`src/rtl/approx_adder_err_engine_pkg.sv`:
```
// Shared types and width helpers for the approximate-adder error engine.
// Optional worst-case tracking is enabled with ERR_WORST_EN.
package approx_metric_pkg;

  typedef enum logic [1:0] {
    IDLE  = 2'd0,
    SWEEP = 2'd1,
    DRAIN = 2'd2,
    DONE  = 2'd3
  } state_t;

  // Sum from the adder, including carry-out.
  function automatic int sum_w(input int w);
    return w + 1;
  endfunction

  // Signed per-pair error approx - exact.
  function automatic int err_w(input int w);
    return w + 2;
  endfunction

  // Pair counters must hold 2^(2w) itself, hence one extra bit.
  function automatic int cnt_w(input int w);
    return 2 * w + 1;
  endfunction

  function automatic int abs_w(input int w);
    return 3 * w + 1;
  endfunction

  // Signed error sum: abs_w magnitude plus a sign bit.
  function automatic int esum_w(input int w);
    return 3 * w + 2;
  endfunction

  function automatic int sq_w(input int w);
    return 4 * w + 2;
  endfunction

endpackage

```
`src/rtl/approx_adder_err_engine_if.sv`:
```
// Operand/sum bus between the error engine (master) and the adder under test (slave).
// Used unchanged whether or not ERR_WORST_EN is defined.
interface approx_adder_err_engine_if #(
  parameter int WIDTH = 8
);
  logic [WIDTH-1:0] op_a;
  logic [WIDTH-1:0] op_b;
  logic [WIDTH:0]   dut_sum;

  modport master (output op_a, output op_b, input dut_sum);
  modport slave  (input op_a, input op_b, output dut_sum);
endinterface

```
`src/rtl/approx_adder_err_engine_err_accum.sv`:
```
// Per-pair error calculation and registered error accumulators.
// ERR_WORST_EN adds tracking of the first pair reaching the largest |error|.
module err_accum
  import approx_metric_pkg::*;
#(
  parameter int WIDTH = 8
) (
  input  logic                      clk,
  input  logic                      rst,
  input  logic                      clear,
  input  logic                      valid,
  input  logic [WIDTH-1:0]          a,
  input  logic [WIDTH-1:0]          b,
  input  logic [sum_w(WIDTH)-1:0]   approx,
  output logic [cnt_w(WIDTH)-1:0]   case_count,
  output logic [cnt_w(WIDTH)-1:0]   err_count,
  output logic [esum_w(WIDTH)-1:0]  err_sum,
  output logic [abs_w(WIDTH)-1:0]   abs_err_sum,
  output logic [sq_w(WIDTH)-1:0]    sq_err_sum
`ifdef ERR_WORST_EN
  ,
  output logic [WIDTH:0]            max_abs_err,
  output logic [WIDTH-1:0]          worst_a,
  output logic [WIDTH-1:0]          worst_b
`endif
);

  localparam int SW  = sum_w(WIDTH);
  localparam int EW  = err_w(WIDTH);
  localparam int CW  = cnt_w(WIDTH);
  localparam int ESW = esum_w(WIDTH);
  localparam int AW  = abs_w(WIDTH);
  localparam int QW  = sq_w(WIDTH);

  logic [SW-1:0]        exact;
  logic signed [EW-1:0] e;
  logic [SW-1:0]        abs_e;
  logic [2*SW-1:0]      sq_e;

  logic [CW-1:0]  case_count_reg;
  logic [CW-1:0]  err_count_reg;
  logic [ESW-1:0] err_sum_reg;
  logic [AW-1:0]  abs_err_sum_reg;
  logic [QW-1:0]  sq_err_sum_reg;

  always_comb begin
    exact = {1'b0, a} + {1'b0, b};
    e     = $signed({1'b0, approx}) - $signed({1'b0, exact});
    // |e| never exceeds 2^(W+1)-1, so it fits the sum width.
    abs_e = e[EW-1] ? SW'(-e) : SW'(e);
    sq_e  = {{SW{1'b0}}, abs_e} * {{SW{1'b0}}, abs_e};
  end

  always_ff @(posedge clk) begin
    if (rst || clear) begin
      case_count_reg  <= '0;
      err_count_reg   <= '0;
      err_sum_reg     <= '0;
      abs_err_sum_reg <= '0;
      sq_err_sum_reg  <= '0;
    end else if (valid) begin
      case_count_reg  <= case_count_reg + CW'(1);
      err_count_reg   <= err_count_reg + CW'(e != '0);
      err_sum_reg     <= err_sum_reg + {{(ESW-EW){e[EW-1]}}, e};
      abs_err_sum_reg <= abs_err_sum_reg + AW'(abs_e);
      sq_err_sum_reg  <= sq_err_sum_reg + QW'(sq_e);
    end
  end

  assign case_count  = case_count_reg;
  assign err_count   = err_count_reg;
  assign err_sum     = err_sum_reg;
  assign abs_err_sum = abs_err_sum_reg;
  assign sq_err_sum  = sq_err_sum_reg;

`ifdef ERR_WORST_EN
  logic [WIDTH:0]   max_abs_reg;
  logic [WIDTH-1:0] worst_a_reg;
  logic [WIDTH-1:0] worst_b_reg;

  // Strictly-greater compare keeps the first pair among ties.
  always_ff @(posedge clk) begin
    if (rst || clear) begin
      max_abs_reg <= '0;
      worst_a_reg <= '0;
      worst_b_reg <= '0;
    end else if (valid && (abs_e > max_abs_reg)) begin
      max_abs_reg <= abs_e;
      worst_a_reg <= a;
      worst_b_reg <= b;
    end
  end

  assign max_abs_err = max_abs_reg;
  assign worst_a     = worst_a_reg;
  assign worst_b     = worst_b_reg;
`endif

endmodule

```
`src/rtl/approx_adder_err_engine.sv`:
```
// Exhaustive operand sweep for an external approximate adder with error accumulation.
// Define ERR_WORST_EN to add max_abs_err / worst_a / worst_b outputs.
module approx_adder_err_engine
  import approx_metric_pkg::*;
#(
  parameter int WIDTH   = 8,
  parameter int DUT_LAT = 1
) (
  input  logic                      clk,
  input  logic                      rst,
  input  logic                      start,
  output logic                      busy,
  output logic                      done,
  approx_adder_err_engine_if.master dut_bus,
  output logic [cnt_w(WIDTH)-1:0]   case_count,
  output logic [cnt_w(WIDTH)-1:0]   err_count,
  output logic [esum_w(WIDTH)-1:0]  err_sum,
  output logic [abs_w(WIDTH)-1:0]   abs_err_sum,
  output logic [sq_w(WIDTH)-1:0]    sq_err_sum
`ifdef ERR_WORST_EN
  ,
  output logic [WIDTH:0]            max_abs_err,
  output logic [WIDTH-1:0]          worst_a,
  output logic [WIDTH-1:0]          worst_b
`endif
);

  state_t state_reg, state_next;

  logic [WIDTH-1:0] op_a_reg, op_b_reg;
  logic             clear;
  logic             issue_v;
  logic             last_pair;
  logic             line_busy;
  logic             tap_v;
  logic [WIDTH-1:0] tap_a, tap_b;

  assign last_pair = (op_a_reg == '1) && (op_b_reg == '1);

  always_ff @(posedge clk) begin
    if (rst) state_reg <= IDLE;
    else     state_reg <= state_next;
  end

  always_comb begin
    state_next = state_reg;
    case (state_reg)
      IDLE, DONE: if (start)      state_next = SWEEP;
      SWEEP:      if (last_pair)  state_next = DRAIN;
      DRAIN:      if (!line_busy) state_next = DONE;
      default:                    state_next = IDLE;
    endcase
  end

  always_comb begin
    busy    = 1'b0;
    done    = 1'b0;
    clear   = 1'b0;
    issue_v = 1'b0;
    case (state_reg)
      IDLE:  clear = start;
      SWEEP: begin busy = 1'b1; issue_v = 1'b1; end
      DRAIN: busy = 1'b1;
      DONE:  begin done = 1'b1; clear = start; end
      default: ;
    endcase
  end

  // op_b is the low half of the pair counter, so it runs fastest.
  always_ff @(posedge clk) begin
    if (rst || clear) begin
      op_a_reg <= '0;
      op_b_reg <= '0;
    end else if (issue_v) begin
      {op_a_reg, op_b_reg} <= {op_a_reg, op_b_reg} + (2*WIDTH)'(1);
    end
  end

  assign dut_bus.op_a = op_a_reg;
  assign dut_bus.op_b = op_b_reg;

  generate
    if (DUT_LAT == 0) begin : g_no_delay
      assign tap_v     = issue_v;
      assign tap_a     = op_a_reg;
      assign tap_b     = op_b_reg;
      assign line_busy = 1'b0;
    end else begin : g_delay
      logic [DUT_LAT-1:0] v_sr_reg;
      logic [WIDTH-1:0]   a_sr_reg [DUT_LAT];
      logic [WIDTH-1:0]   b_sr_reg [DUT_LAT];

      always_ff @(posedge clk) begin
        if (rst) begin
          v_sr_reg <= '0;
        end else begin
          v_sr_reg[0] <= issue_v;
          for (int k = 1; k < DUT_LAT; k++) v_sr_reg[k] <= v_sr_reg[k-1];
        end
      end

      // Operand copies need no reset: they are only consumed when v_sr_reg says so.
      always_ff @(posedge clk) begin
        a_sr_reg[0] <= op_a_reg;
        b_sr_reg[0] <= op_b_reg;
        for (int k = 1; k < DUT_LAT; k++) begin
          a_sr_reg[k] <= a_sr_reg[k-1];
          b_sr_reg[k] <= b_sr_reg[k-1];
        end
      end

      assign tap_v     = v_sr_reg[DUT_LAT-1];
      assign tap_a     = a_sr_reg[DUT_LAT-1];
      assign tap_b     = b_sr_reg[DUT_LAT-1];
      assign line_busy = |v_sr_reg;
    end
  endgenerate

  err_accum #(.WIDTH(WIDTH)) u_accum (
    .clk         (clk),
    .rst         (rst),
    .clear       (clear),
    .valid       (tap_v),
    .a           (tap_a),
    .b           (tap_b),
    .approx      (dut_bus.dut_sum),
    .case_count  (case_count),
    .err_count   (err_count),
    .err_sum     (err_sum),
    .abs_err_sum (abs_err_sum),
    .sq_err_sum  (sq_err_sum)
`ifdef ERR_WORST_EN
    ,
    .max_abs_err (max_abs_err),
    .worst_a     (worst_a),
    .worst_b     (worst_b)
`endif
  );

endmodule
```
`src/flat_wrapper.sv`:
```
// flat-port wrapper written by rule: the top's interface ports become plain ports
module approx_adder_err_engine_flat import approx_metric_pkg::*;
#(
  parameter int WIDTH   = 8,
  parameter int DUT_LAT = 1
)
  (clk, rst, start, busy, done, case_count, err_count, err_sum, abs_err_sum, sq_err_sum, dut_bus_op_a, dut_bus_op_b, dut_bus_dut_sum);
  approx_adder_err_engine_if #(.WIDTH(WIDTH)) dut_bus_i ();
  input  logic clk;
  input  logic rst;
  input  logic start;
  output logic busy;
  output logic done;
  output logic [cnt_w(WIDTH)-1:0] case_count;
  output logic [cnt_w(WIDTH)-1:0] err_count;
  output logic [esum_w(WIDTH)-1:0] err_sum;
  output logic [abs_w(WIDTH)-1:0] abs_err_sum;
  output logic [sq_w(WIDTH)-1:0] sq_err_sum;
  output wire logic [$bits(dut_bus_i.op_a)-1:0] dut_bus_op_a;
  output wire logic [$bits(dut_bus_i.op_b)-1:0] dut_bus_op_b;
  input wire logic [$bits(dut_bus_i.dut_sum)-1:0] dut_bus_dut_sum;
  assign dut_bus_op_a = dut_bus_i.op_a;
  assign dut_bus_op_b = dut_bus_i.op_b;
  assign dut_bus_i.dut_sum = dut_bus_dut_sum;
  approx_adder_err_engine #(.WIDTH(WIDTH), .DUT_LAT(DUT_LAT)) u_core (.clk(clk), .rst(rst), .start(start), .busy(busy), .done(done), .dut_bus(dut_bus_i), .case_count(case_count), .err_count(err_count), .err_sum(err_sum), .abs_err_sum(abs_err_sum), .sq_err_sum(sq_err_sum));
endmodule
```
`config.mk`:
```
export PLATFORM = sky130hd
export DESIGN_NAME = approx_adder_err_engine_flat
export DESIGN_NICKNAME = d
export VERILOG_FILES = /design/src/rtl/approx_adder_err_engine_pkg.sv /design/src/rtl/approx_adder_err_engine_if.sv /design/src/rtl/approx_adder_err_engine_err_accum.sv /design/src/rtl/approx_adder_err_engine.sv /design/src/flat_wrapper.sv
export SDC_FILE = /design/constraint.sdc
export NUM_CORES = 1
export LEC_CHECK = 0
export BUFFER_PORTS_ARGS = -buffer_cell sky130_fd_sc_hd__buf_2
export CAP_MARGIN = 20
export CORE_AREA = 2 2 162 132
export CTS_BUF_LIST = sky130_fd_sc_hd__clkbuf_4 sky130_fd_sc_hd__clkbuf_8 sky130_fd_sc_hd__clkbuf_16
export CTS_CLUSTER_DIAMETER = 200
export DETAILED_ROUTE_END_ITERATION = 10
export DIE_AREA = 0 0 164 134
export GPL_ROUTABILITY_DRIVEN = 1
export PLACE_DENSITY = 0.72
export SETUP_SLACK_MARGIN = 0.05
export SLEW_MARGIN = 40
export SYNTH_ARGS = -nofsm -noshare
export SYNTH_HDL_FRONTEND = slang
export SYNTH_SLANG_ARGS = --single-unit
```
`constraint.sdc`:
```
create_clock -name clk -period 35.5 [get_ports clk]
set_clock_uncertainty 0.2 [all_clocks]
set_input_delay 10.65 -clock clk [delete_from_list [all_inputs] [get_ports clk]]
set_output_delay 10.65 -clock clk [all_outputs]
set_load 0.005 [all_outputs]
```
==> run summary, run 1 <==
=====================================================================================
Status                                                                      completed
Count of input and output buffers                                                 148
Wire length of the first global-routing pass                                 42640 µm
Avg Vias per Cell                                                               5.398
TritonCTS Sinks                                                                   154
Number of flip-flops under the largest register name                               34
Final Util                                                                     0.6187
Remaining design rule violation count                                               0
Total count of hold-check failures in the final report                              0
Commonest non-fill, non-tap cells in the layout                          166 x sky130_fd_sc_hd__nor2_1, 153 x sky130_fd_sc_hd__inv_1, 153 x sky130_fd_sc_hd__dfxtp_1, 148 x sky130_fd_sc_hd__buf_2, 99 x sky130_fd_sc_hd__ha_1
H-tree depth                                                                        4
Power per unit of standard cell area                                     106.1 nW/µm²
Instance area at placement                                                  12000 µm²
Post-placement setup slack                                                   15760 ps
Skew-Pair Late Insertion Delay                                                 440 ps
I/O pins                                                                          149
Crit start category                                                      primary input
Post-route clock period utilization                                            0.5424
Number of buffers created by CTS                                                   17
Multi-input combinational cell area                                          7187 µm²
Warnings from Yosys                                                                 0
Max capacitance violation total                                                     0
Starting density of the core                                                   0.5386
Crit path buf inv count                                                             6
Total GRT Usage                                                                0.2375
Remaining max-slew budget at the tightest pin                                  0.4884
Fraction of layout instances using a drive strength above 1                    0.1474
Unrepaired setup endpoints after global routing                                 false
Estimated wirelength of the detail-placed design                             18800 µm
Most frequent standard cell in the layout excluding fill and tap cells   sky130_fd_sc_hd__nor2_1
Clock tree from TritonCTS                                                       built
Setup Total Neg Slack                                                            0 ps
Growth of design area from synthesis to finish                                 14.88%
Worst Setup Path Type                                                       in -> reg
Crit-path max FO                                                                   25
Antenna Diode Count                                                                 0
Peak supply drop                                                             159.1 µV
Slowest-stage cell, CP                                                   sky130_fd_sc_hd__a211oi_2
Required time at the endpoint of the critical path                           35630 ps
Count of flip-flops with a built-in enable after synthesis                          0
Clock-pin slew on the worst setup and hold paths                                70 ps
Sequential-to-total area share from yosys stat                                 0.2805
Total chip power                                                             1.340 mW
Crit-path leading delay family                                            adder cells
Mean instance size in the synthesized netlist                               8.409 µm²
Router iterations before antenna repair                                             5
Aggregate global routing overflow                                                   0
Async set or reset register ratio after synthesis                                   0
Vias                                                                             9328
Hold slack                                                                   204.1 ps
Number of flip-flops and latches in the synthesized netlist                       154
Horizontal extent of the die                                                   164 µm
Count of hold buffers inserted by post-cts repair                                   0
Area taken by flip-flops and latches                                         3087 µm²
Detailed router's first-iteration violation count                                 474
FILL cells                                                                       1780
Largest net degree at the start of global routing                                  72
Vias in the first global route                                                   8766
Library cells used by synthesis                                                    68
Critical path's largest stage delay                                            600 ps
Static Leakage                                                               5.956 nW
Most frequently used flop master after synthesis                         sky130_fd_sc_hd__dfxtp_1
Core Footprint                                                              20410 µm²
Area enclosed by the die boundary                                           21980 µm²
Sum of routed wire length over all layers                                    25220 µm
Clock root cell                                                          sky130_fd_sc_hd__clkbuf_16
Max frequency                                                             0.05193 GHz
Final critical delay including setup and external delays                     19260 ps
Cells after Synth                                                                1307
Mapped Nets                                                                      1473
Count of instances resized after the clock tree is built                            0
Min setup slack post-route                                                   16240 ps
Cell area after synthesis                                                   10990 µm²
Routability congestion estimate from global placement                          0.9004
Antenna violations before repair                                                    0
# Post-CTS Setup Buffers                                                            0
Kind of end point of the critical path                                      flip-flop
Number of placed cells counting well taps                                        1696
Post-layout instance count excluding filler cells                                1728
Final-report max-slew violation count                                               0
Kind of path behind the tightest hold check                                reg -> reg
Total non-filler cell area in the finished layout                           12630 µm²
Height of the die                                                              134 µm
Final setup fails                                                                   0
Transition time of the tightest slew-check pin                               767.4 ps
Buffers from clock root to sink, at most                                            2
Final nets                                                                       1612
Average detailed-routed wire length per instance                             14.60 µm
CP Data Arrival Time                                                         19380 ps
Antenna viol nets, final                                                            0
Site row count                                                                     47
=====================================================================================
-- logic make-up (layout without fill, tap and decap cells) --
kind of cell,count (synthesis),count (layout),synth area share
flip-flops,154,154,0.2805
AND/OR/NAND/NOR,412,412,0.1742
XOR/XNOR,107,107,0.08595
multiplexers,35,35,0.03188
buffers and inverters,195,347,0.06739
adder cells (fa/ha/maj),154,154,0.2129
AO/OA/AOI/OAI,250,250,0.1472
-- final timing paths --
| check | from | end | slack (ps) | depth (start not counted) |
|---|---|---|---|---|
| min | u_core.dut_bus.op_b[7] | u_core.g_delay.b_sr_reg[0][7] | 200 | 0 |
| max | dut_bus_dut_sum[0] | u_core.u_accum.sq_err_sum[33] | 16240 | 31 |
| min reg2reg | u_core.dut_bus.op_b[7] | u_core.g_delay.b_sr_reg[0][7] | 200 | 0 |
| max reg2reg | u_core.g_delay.b_sr_reg[0][2] | u_core.u_accum.sq_err_sum[33] | 26250 | 30 |
-- layout make-up --
| class | count | share of cell area |
|---|---|---|
| inverters | 159 | 0.04727 |
| clock buffers | 18 | 0.03568 |
| multi-input cells | 958 | 0.5692 |
| clock inverters | 14 | 0.01328 |
| well taps | 269 | 0.02666 |
| flip-flops and latches | 154 | 0.2445 |
| repair buffers | 156 | 0.06342 |
-- metal layers --
metal | share of wire | track usage
met4 | 0.0079 | 0.05166
met2 | 0.45 | 0.3739
met1 | 0.49 | 0.3337
met5 | 0 | 0
met3 | 0.057 | 0.05473
-- synthesized netlist by cell type (19+ instances only) --
cell / instances / area (µm²)
sky130_fd_sc_hd__xnor2_1: 57 / 499.2
sky130_fd_sc_hd__nand2_1: 87 / 326.6
sky130_fd_sc_hd__ha_1: 99 / 1239
sky130_fd_sc_hd__nand3_1: 35 / 175.2
sky130_fd_sc_hd__nor2_1: 166 / 623.1
sky130_fd_sc_hd__mux2i_1: 35 / 350.3
sky130_fd_sc_hd__a21oi_1: 75 / 375.4
sky130_fd_sc_hd__inv_1: 153 / 574.3
sky130_fd_sc_hd__o21ai_0: 48 / 240.2
sky130_fd_sc_hd__xor2_1: 49 / 429.2
sky130_fd_sc_hd__fa_1: 55 / 1101
sky130_fd_sc_hd__clkbuf_1: 30 / 112.6
sky130_fd_sc_hd__a21o_1: 26 / 195.2
sky130_fd_sc_hd__nor3_1: 27 / 135.1
sky130_fd_sc_hd__or3_1: 19 / 118.9
sky130_fd_sc_hd__dfxtp_1: 154 / 3083
sky130_fd_sc_hd__and3_1: 21 / 131.4
-- where the power goes --
part	leakage [nW]	total [mW]	switching, mW	internal, mW
Combinational	4.41	0.952	0.553	0.399
Clock	0.304	0.191	0.0859	0.105
Sequential	1.24	0.197	0.0129	0.184
Total	5.96	1.34	0.652	0.687
No activity file was read; power rests on OpenSTA's default activity.
==> inputs of run 2 (changes only) <==
Clock period 35.5 ns to 19.1 ns, I/O delays scaled along.
==> run 2 against run 1 <==
- total power increased by 87%
- critical path depth unchanged
- sequential share of layout area about the same
- critical path type unchanged
- non-clock buffer count is the same
- critical endpoint unchanged
- combinational power rose by 85%
- utilization grew 0.12 points
- largest power group unchanged
- clock power is 93% higher
- highest routed layer unchanged
==> run summary, run 2 (synthesis gave the netlist of run 1 again) <==
=====================================================================================
Status                                                                      completed
Vias                                                                             9321
Total chip power                                                             2.499 mW
Area enclosed by the die boundary                                           21980 µm²
Clock root cell                                                          sky130_fd_sc_hd__clkbuf_16
Remaining max-slew budget at the tightest pin                                  0.4507
Sum of routed wire length over all layers                                    25360 µm
TritonCTS Sinks                                                                   154
Router iterations before antenna repair                                             5
Growth of design area from synthesis to finish                                 15.10%
CP Data Arrival Time                                                         14460 ps
Final nets                                                                       1612
Setup Total Neg Slack                                                            0 ps
Most frequent standard cell in the layout excluding fill and tap cells   sky130_fd_sc_hd__nor2_1
Peak supply drop                                                             335.0 µV
Count of input and output buffers                                                 148
Area taken by flip-flops and latches                                         3087 µm²
Clock-pin slew on the worst setup and hold paths                                70 ps
Slowest-stage cell, CP                                                   sky130_fd_sc_hd__a211oi_2
Multi-input combinational cell area                                          7191 µm²
Kind of path behind the tightest hold check                                reg -> reg
Largest net degree at the start of global routing                                  72
H-tree depth                                                                        4
Buffers from clock root to sink, at most                                            2
Total GRT Usage                                                                0.2394
Final critical delay including setup and external delays                     14340 ps
Antenna viol nets, final                                                            0
Power per unit of standard cell area                                     197.5 nW/µm²
Fraction of layout instances using a drive strength above 1                    0.1480
Commonest non-fill, non-tap cells in the layout                          166 x sky130_fd_sc_hd__nor2_1, 153 x sky130_fd_sc_hd__inv_1, 153 x sky130_fd_sc_hd__dfxtp_1, 148 x sky130_fd_sc_hd__buf_2, 99 x sky130_fd_sc_hd__ha_1
Antenna violations before repair                                                    0
Vias in the first global route                                                   8782
Transition time of the tightest slew-check pin                               818.0 ps
Static Leakage                                                               5.966 nW
Antenna Diode Count                                                                 0
Switching part of the total                                                    0.4836
I/O pins                                                                          149
Critical path's largest stage delay                                            600 ps
Kind of end point of the critical path                                      flip-flop
Internal Power                                                               1.290 mW
Max capacitance violation total                                                     0
Crit-path max FO                                                                   25
Core Footprint                                                              20410 µm²
Horizontal extent of the die                                                   164 µm
Number of flip-flops under the largest register name                               34
Wire length of the first global-routing pass                                 42900 µm
Post-layout instance count excluding filler cells                                1728
Crit start category                                                      primary input
Worst Setup Path Type                                                       in -> reg
Estimated wirelength of the detail-placed design                             18870 µm
Final setup fails                                                                   0
FILL cells                                                                       1789
Total count of hold-check failures in the final report                              0
Max frequency                                                             0.06972 GHz
Switching pwr                                                                1.208 mW
Fraction of power consumed by sequential logic                                  0.147
Min setup slack post-route                                                    4757 ps
Required time at the endpoint of the critical path                           19220 ps
Height of the die                                                              134 µm
Aggregate global routing overflow                                                   0
Unrepaired setup endpoints after global routing                                 false
Post-placement setup slack                                                    4292 ps
Clock tree from TritonCTS                                                       built
Skew-Pair Late Insertion Delay                                                 430 ps
Number of placed cells counting well taps                                        1696
Count of hold buffers inserted by post-cts repair                                   0
Number of buffers created by CTS                                                   17
Part of the total power dissipated in combinational logic                       0.706
# Post-CTS Setup Buffers                                                            0
Post-route clock period utilization                                            0.7510
Final Util                                                                     0.6199
Count of instances resized after the clock tree is built                            0
Detailed router's first-iteration violation count                                 549
Starting density of the core                                                   0.5386
Remaining design rule violation count                                               0
Routability congestion estimate from global placement                          0.9002
Final-report max-slew violation count                                               0
Avg Vias per Cell                                                               5.394
Power share of the clock group                                                  0.148
Average detailed-routed wire length per instance                             14.68 µm
Site row count                                                                     47
=====================================================================================
==> run 2: metrics by stage <==
step | hold WS, ps | cell area [µm²]
detailed placement | 197.7 | 12000
CTS | 208.4 | 12640
floorplan | 178.7 | 10990
finish | 215.8 | 12650
global route | 226.7 | 12650
global placement | 195.3 | 12000
==> run 2: critical path: cells and delay by family <==
kind | cells | cell delay [ps]
adder cells (fa/ha/maj) | 7 | 2940
buffers and inverters | 6 | 690
AO/OA/AOI/OAI | 11 | 2870
XOR/XNOR | 2 | 810
AND/OR/NAND/NOR | 5 | 1430
==> run 2: per-layer routing <==
metal,track usage,routed length (µm),vias to the layer above
li1,-,-,4698
met2,0.3777,11340,238
met5,0,0,-
met1,0.3406,12320,4364
met3,0.04638,1460,21
met4,0.05361,247,0
==> run 2: worst paths after layout <==
| kind | cells past startpoint | slack (ps) | from | end |
|---|---|---|---|---|
| worst max-delay path | 31 | 4760 | dut_bus_dut_sum[0] | u_core.u_accum.sq_err_sum[33] |
| worst max register to register | 30 | 9840 | u_core.g_delay.b_sr_reg[0][2] | u_core.u_accum.sq_err_sum[33] |
| worst min register to register | 0 | 220 | u_core.dut_bus.op_a[4] | u_core.g_delay.a_sr_reg[0][4] |
| worst min-delay path | 0 | 220 | u_core.dut_bus.op_a[4] | u_core.g_delay.a_sr_reg[0][4] |
==> run 2: cell type report <==
| class | instances | share of cell area |
|---|---|---|
| clock buffer | 18 | 0.03561 |
| multi-input combinational | 958 | 0.5684 |
| timing repair buffer | 156 | 0.06330 |
| clock inverter | 14 | 0.01484 |
| tap | 269 | 0.02661 |
| inverter | 159 | 0.04718 |
| sequential | 154 | 0.2440 |
==> run 2: power groups by stage <==
stage	Sequential (mW)	Combinational, mW	Clock [mW]
CTS	0.366	1.76	0.375
finish	0.366	1.76	0.369
global route	0.370	2.05	0.388
detailed placement	0.374	1.74	0
floorplan	0.366	1.42	0
global placement	0.373	1.69	0
